--- config.mk ---
export PLATFORM = sky130hd
export DESIGN_NAME = bram_sd_ctrl
export DESIGN_NICKNAME = d
export VERILOG_FILES = /design/src/rtl/bram_sd_pkg.sv /design/src/rtl/edge_det.sv /design/src/rtl/bram_sd_ctrl.sv
export SDC_FILE = /design/constraint.sdc
export NUM_CORES = 1
export LEC_CHECK = 0
export ABC_CLOCK_PERIOD_IN_PS = 5700
export CAP_MARGIN = 10
export CORE_UTILIZATION = 50
export CTS_CLUSTER_DIAMETER = 40
export DETAILED_ROUTE_END_ITERATION = 8
export PLACE_DENSITY = 0.86
export SLEW_MARGIN = 20
export SYNTH_ARGS = -nofsm -noshare
export SYNTH_HDL_FRONTEND = slang
export SYNTH_SLANG_ARGS = --single-unit
--- constraint.sdc ---
create_clock -name clk_sys -period 5.7 [get_ports clk_sys]
set_input_delay 0.855 -clock clk_sys [delete_from_list [all_inputs] [get_ports clk_sys]]
set_output_delay 0.855 -clock clk_sys [all_outputs]
set_load 0.01 [all_outputs]
--- src/rtl/bram_sd_pkg.sv ---
// Shared types for the backup-RAM save/load sequencer: FSM states, transfer kind
// and sector geometry.
package bram_sd_pkg;

   localparam int SECTOR_BYTES_LOG2 = 9;

   typedef enum logic [2:0] {
      IDLE,
      REQ,
      XFER,
      FIN,
      ERR
   } state_t;

   typedef enum logic {
      LOAD,
      SAVE
   } kind_t;

endpackage

--- src/rtl/edge_det.sv ---
// Rising/falling edge pulses of a synchronous level, derived from a one-cycle
// registered copy so the pulse coincides with the first cycle of the new level.
module edge_det (
   input  logic clk_sys,
   input  logic reset_n,
   input  logic d,
   output logic rise,
   output logic fall
);

   logic d_q;

   always_ff @(posedge clk_sys or negedge reset_n) begin
      if (!reset_n) begin
         d_q <= 1'b0;
      end else begin
         // NOTE: non-blocking assignment so every flop samples pre-edge values.
         d_q <= d;
      end
   end

   assign rise = d & ~d_q;
   assign fall = ~d & d_q;

endmodule

--- src/rtl/bram_sd_ctrl.sv ---
// Multi-slot backup-RAM save/load sequencer between the hps_io SD sector
// interface and the cartridge backup RAM; RAM address is {sd_lba[SEC_W-1:0], sd_buff_addr}.
module bram_sd_ctrl
   import bram_sd_pkg::*;
#(
   parameter int          SECTORS = 128,
   parameter int          SLOTS   = 4,
   parameter logic [23:0] TIMEOUT = 24'd10000000,
   localparam int         SEC_W   = $clog2(SECTORS),
   localparam int         SLOT_W  = (SLOTS > 1) ? $clog2(SLOTS) : 1
) (
   input  logic              clk_sys,
   input  logic              reset_n,
   input  logic              downloading,
   input  logic              img_mounted,
   input  logic              img_readonly,
   input  logic [63:0]       img_size,
   input  logic [SLOT_W-1:0] slot,
   input  logic              load_req,
   input  logic              save_req,
   input  logic              autosave_en,
   input  logic              osd_open,
   input  logic              bram_change,
   input  logic              sd_ack,
   output logic [31:0]       sd_lba,
   output logic              sd_rd,
   output logic              sd_wr,
   output logic              bk_ena,
   output logic              loading,
   output logic              busy,
   output logic              sav_pending,
   output logic              error,
   output logic              done
);

   state_t           state;
   kind_t            kind;
   logic [SEC_W-1:0] cnt;
   logic [23:0]      timer;

   logic dl_rise, dl_fall;
   logic ld_rise, sv_rise;
   logic ack_rise, ack_fall;
   logic unused_ld_fall, unused_sv_fall;

   edge_det u_dl_edge (
      .clk_sys (clk_sys),
      .reset_n (reset_n),
      .d       (downloading),
      .rise    (dl_rise),
      .fall    (dl_fall)
   );

   edge_det u_ld_edge (
      .clk_sys (clk_sys),
      .reset_n (reset_n),
      .d       (load_req),
      .rise    (ld_rise),
      .fall    (unused_ld_fall)
   );

   edge_det u_sv_edge (
      .clk_sys (clk_sys),
      .reset_n (reset_n),
      .d       (save_req),
      .rise    (sv_rise),
      .fall    (unused_sv_fall)
   );

   edge_det u_ack_edge (
      .clk_sys (clk_sys),
      .reset_n (reset_n),
      .d       (sd_ack),
      .rise    (ack_rise),
      .fall    (ack_fall)
   );

   // Only whole sectors inside the low 41 bits of the image size matter.
   logic [31:0] avail;
   logic        unused_img_bits;

   assign avail           = img_size[SECTOR_BYTES_LOG2 +: 32];
   assign unused_img_bits = ^{img_size[63:SECTOR_BYTES_LOG2+32], img_size[SECTOR_BYTES_LOG2-1:0]};

   logic [31:0]      base;
   logic [31:0]      remain;
   logic [SEC_W-1:0] load_last;
   logic [SEC_W-1:0] start_last;
   logic             start_load;
   logic             start_save;
   logic             range_err;

   always_comb begin
      // NOTE: every always_comb output gets a default first so no latch is inferred.
      base       = '0;
      remain     = '0;
      load_last  = '0;
      start_load = 1'b0;
      start_save = 1'b0;
      range_err  = 1'b0;

      if (SLOTS > 1) begin
         base = 32'(slot) << SEC_W;
      end
      remain = avail - base;

      // A slot cut short by a small image loads only the sectors that exist.
      if (remain >= 32'(SECTORS)) begin
         load_last = SEC_W'(SECTORS - 1);
      end else begin
         load_last = SEC_W'(remain - 32'd1);
      end

      if (state == IDLE && bk_ena) begin
         if ((dl_fall && avail != 32'd0) || ld_rise) begin
            if (avail > base) begin
               start_load = 1'b1;
            end else begin
               range_err = 1'b1;
            end
         end else if (sv_rise || (autosave_en && osd_open && sav_pending)) begin
            start_save = 1'b1;
         end
      end

      start_last = start_load ? load_last : SEC_W'(SECTORS - 1);
   end

   always_ff @(posedge clk_sys or negedge reset_n) begin
      if (!reset_n) begin
         bk_ena <= 1'b0;
      end else if (downloading && img_mounted && !img_readonly) begin
         bk_ena <= 1'b1;
      end else if (dl_rise) begin
         bk_ena <= 1'b0;
      end
   end

   // A write landing in the same cycle a save starts must survive for the next save.
   always_ff @(posedge clk_sys or negedge reset_n) begin
      if (!reset_n) begin
         sav_pending <= 1'b0;
      end else if (bram_change && !osd_open) begin
         sav_pending <= 1'b1;
      end else if (start_save) begin
         sav_pending <= 1'b0;
      end
   end

   always_ff @(posedge clk_sys or negedge reset_n) begin
      if (!reset_n) begin
         state   <= IDLE;
         kind    <= LOAD;
         cnt     <= '0;
         timer   <= '0;
         sd_lba  <= '0;
         sd_rd   <= 1'b0;
         sd_wr   <= 1'b0;
         busy    <= 1'b0;
         loading <= 1'b0;
         error   <= 1'b0;
         done    <= 1'b0;
      end else begin
         done  <= 1'b0;
         error <= 1'b0;

         if (state != IDLE && dl_rise) begin
            // A new ROM invalidates whatever was in flight; exit silently.
            sd_rd   <= 1'b0;
            sd_wr   <= 1'b0;
            busy    <= 1'b0;
            loading <= 1'b0;
            state   <= IDLE;
         end else begin
            unique case (state)
               IDLE: begin
                  if (start_load || start_save) begin
                     sd_lba  <= base;
                     cnt     <= start_last;
                     kind    <= start_load ? LOAD : SAVE;
                     sd_rd   <= start_load;
                     sd_wr   <= start_save;
                     busy    <= 1'b1;
                     loading <= start_load;
                     timer   <= '0;
                     state   <= REQ;
                  end else if (range_err) begin
                     error <= 1'b1;
                  end
               end

               REQ: begin
                  if (ack_rise) begin
                     sd_rd <= 1'b0;
                     sd_wr <= 1'b0;
                     state <= XFER;
                  end else if (timer == TIMEOUT - 24'd1) begin
                     error   <= 1'b1;
                     sd_rd   <= 1'b0;
                     sd_wr   <= 1'b0;
                     busy    <= 1'b0;
                     loading <= 1'b0;
                     state   <= ERR;
                  end else begin
                     timer <= timer + 24'd1;
                  end
               end

               XFER: begin
                  if (ack_fall) begin
                     if (cnt == '0) begin
                        done    <= 1'b1;
                        busy    <= 1'b0;
                        loading <= 1'b0;
                        state   <= FIN;
                     end else begin
                        sd_lba <= sd_lba + 32'd1;
                        cnt    <= cnt - SEC_W'(1);
                        sd_rd  <= (kind == LOAD);
                        sd_wr  <= (kind == SAVE);
                        timer  <= '0;
                        state  <= REQ;
                     end
                  end
               end

               FIN:     state <= IDLE;
               ERR:     state <= IDLE;
               default: state <= IDLE;
            endcase
         end
      end
   end

endmodule

==> flow_metrics.tcl <==
set metrics [dict create \
    status "finished, final reports clean" \
    finalHoldViolations 0 \
    power_frac_seq 0.444 \
    yosys_warnings 0 \
    ys_async_sr_fraction 1.00 \
    root_buffer "clkbuf_8" \
    synthCells 549 \
    via_per_inst 6.08 \
    grt_pass1_wl_um 20600 \
    tns_ns 0 \
    period_minus_slack_ns 4.09 \
    layout-drive-gt1-share 0.0762 \
    mostFrequentLayoutCell "clkdlybuf4s50_1" \
    hpwlAfterDp_um 8970 \
    syn_area_mm2 0.00483 \
    antenna_cells 0 \
    clock-sinks 79 \
    multi_input_area_mm2 0.00266 \
    timing.rr.end "timer[18]" \
    p_sw_frac 0.375 \
    first_iter_violations 262 \
    worstSetupStartpointType "primary input" \
    syn_area_per_cell_um2 8.80 \
    rows 35 \
    critPathKind "in2reg" \
    rsz0062_at_grt "no" \
    antenna_found_initial 0 \
    setup_slack_ns 1.61 \
    hold_end "busy" \
    grt_max_degree 80 \
    cts_resized 0 \
    htree_levels 3 \
    final_cell_mix "clkdlybuf4s50_1 (83), dfrtp_1 (79), nor2_1 (53)" \
    powerDensity_mw_per_mm2 261 \
    required_ns 5.99 \
    ios 117 \
    netSwitchingPower_mw 0.580 \
    cts_made_buffers 9 \
    cts-hold-fix-buffers 0 \
    post-route-period-util 0.718 \
    intPower_mw 0.965 \
    hold_class "reg2reg" \
    ant_nets 0 \
    initial_core_util 0.520 \
    max_freq_mhz 244 \
    drv_slew 0 \
    core_area_mm2 0.00928 \
    totalWireLength_um 12200 \
    overflow 0 \
    setup_viol 0 \
    yosysSeqAreaShare 0.409 \
    cts_tree "built" \
    pwr-share-comb 0.302 \
    cap_violations 0 \
    fill_cells 779 \
    synth_cell_types 67 \
    clockPowerShare 0.255 \
    die_width_um 100 \
    min_delay_path_depth 1 \
    path_clk_slew_ns 0.09 \
    cts_setup_buffers 0 \
    clockBufferDepth 2 \
    area_delta_synth_final_pct 22.5 \
    timing.rr.start "cnt[0]" \
    final_util 0.637 \
    relSlewSlack 0.330 \
    synth_edf_count 0 \
    endpoint_kind "flop" \
    first_pass_iters 5 \
    r2r_cells 10 \
    crit_arrival_ns 4.39 \
    register_area_mm2 0.00198 \
    insertion_delay_ns 0.37 \
    gp_congestion 0.882 \
    die_y_um 100 \
    ys.flop_type "dfrtp_1" \
    synth_nets 633 \
    wire_per_inst_um 16.1 \
    finClkSkew_ns 0.00849 \
    vias 4617 \
    grt_use_total 0.257 \
    rrSetupSlack_ns 2.59 \
    total_leakage_power_nw 2.35 \
    tightest_slew_ns 1.01 \
    numPortBuffers 84 \
    nNetsFinal 709 \
    min_from "busy" \
    timing.hold.ws_ns 0.498 \
    drc_errors 0 \
    grt_pass1_vias 4513 \
    preCtsSetupSlack_ns 1.24 \
    ys_ff_latch 79 \
    cp_max_fo 29 \
    peakVddDrop_v 0.000137 \
    die-area_mm2 0.0101 \
]
[sequential cells by signal (all words and copies together) (netlist names), 3 cells and up]
| name | cells |
|---|---|
| cnt | 7 |
| sd_lba | 32 |
| timer | 24 |
| state | 3 |
[layer usage]
| metal | up-vias | GRT usage | routed length [um] |
|---|---|---|---|
| li1 | 2159 | - | - |
| met5 | - | 0 | 0 |
| met1 | 2269 | 0.327 | 5190 |
| met4 | 0 | 0.119 | 259 |
| met3 | 25 | 0.0397 | 623 |
| met2 | 164 | 0.430 | 6130 |
[worst max path at each step]
stage,startpoint,end,depth (start not counted)
6_report,slot[1],sd_lba[23],10
5_1_grt,slot[1],sd_lba[23],10
4_1_cts,slot[1],sd_lba[23],10
3_5_place_dp,slot[1],sd_lba[23],10
3_3_place_gp,slot[1],sd_lba[29],10
2_1_floorplan,img_size[16],cnt[0],10
[cells by family after synthesis]
group           after synthesis  share of synthesized area
fa+ha+maj                     7                     0.0197
xor+xnor                     29                     0.0526
flops                        79                      0.409
buf+inv                      42                     0.0391
simple gates                272                      0.313
mux                           5                     0.0114
compound gates              115                      0.155
[synth_stat cells (all sizes together) (2+ instances only)]
master / n / share of area
a2111oi: 2 / 0.0062
a211oi: 5 / 0.0088
a21o: 3 / 0.0047
a21oi: 39 / 0.040
a221o: 2 / 0.0041
a22o: 2 / 0.0036
a31o: 2 / 0.0036
a31oi: 5 / 0.0096
and2: 7 / 0.0091
and3: 11 / 0.014
and4: 6 / 0.011
buf: 14 / 0.017
clkbuf: 7 / 0.0054
dfrtp: 79 / 0.41
ha: 6 / 0.016
inv: 21 / 0.016
mux2: 4 / 0.0093
nand2: 47 / 0.037
nand2b: 9 / 0.013
nand3: 39 / 0.041
nand3b: 2 / 0.0031
nand4: 14 / 0.018
nand4b: 2 / 0.0036
nor2: 55 / 0.044
nor2b: 3 / 0.0039
nor3: 23 / 0.028
nor4: 8 / 0.016
nor4b: 4 / 0.0085
o211ai: 4 / 0.0062
o21a: 2 / 0.0031
o21ai: 33 / 0.037
o31ai: 9 / 0.014
or2: 5 / 0.0065
or3: 14 / 0.018
or4: 20 / 0.032
xnor2: 10 / 0.018
xor2: 19 / 0.034
[power groups by stage]
| stage | registers [mW] | clock network, mW | logic (mW) |
|---|---|---|---|
| after floorplan | 0.686 | 0 | 0.302 |
| after global placement | 0.690 | 0 | 0.439 |
| after detailed placement | 0.694 | 0 | 0.459 |
| after CTS | 0.683 | 0.394 | 0.461 |
| after global routing | 0.694 | 0.417 | 0.515 |
| final | 0.685 | 0.393 | 0.466 |
[layout make-up]
class / instances / share of cell area
clock buffer: 9 / 0.0209
clock inverter: 7 / 0.00930
inverter: 21 / 0.0133
multi-input combinational: 428 / 0.450
sequential: 79 / 0.334
tap: 129 / 0.0273
timing repair buffer: 86 / 0.145
[worst max-delay path: stages]
cell	delay [ns]
clkdlybuf4s50_1	0.56
inv_1	0.07
ha_1	0.28
nor2b_1	0.15
or2_2	0.35
o211ai_1	0.20
a31o_2	0.45
nand2_1	0.65
or4_1	0.72
o21ai_1	0.08
[metrics by stage]
step           instance area, um^2  power, mW  instances
2_1_floorplan                 4830      0.988        549
3_3_place_gp                  5730       1.13        743
3_5_place_dp                  5730       1.15        743
4_1_cts                       5910       1.54        759
5_1_grt                       5920       1.63        759
6_report                      5920       1.54        759
No activity file was read; power rests on OpenSTA's default activity.
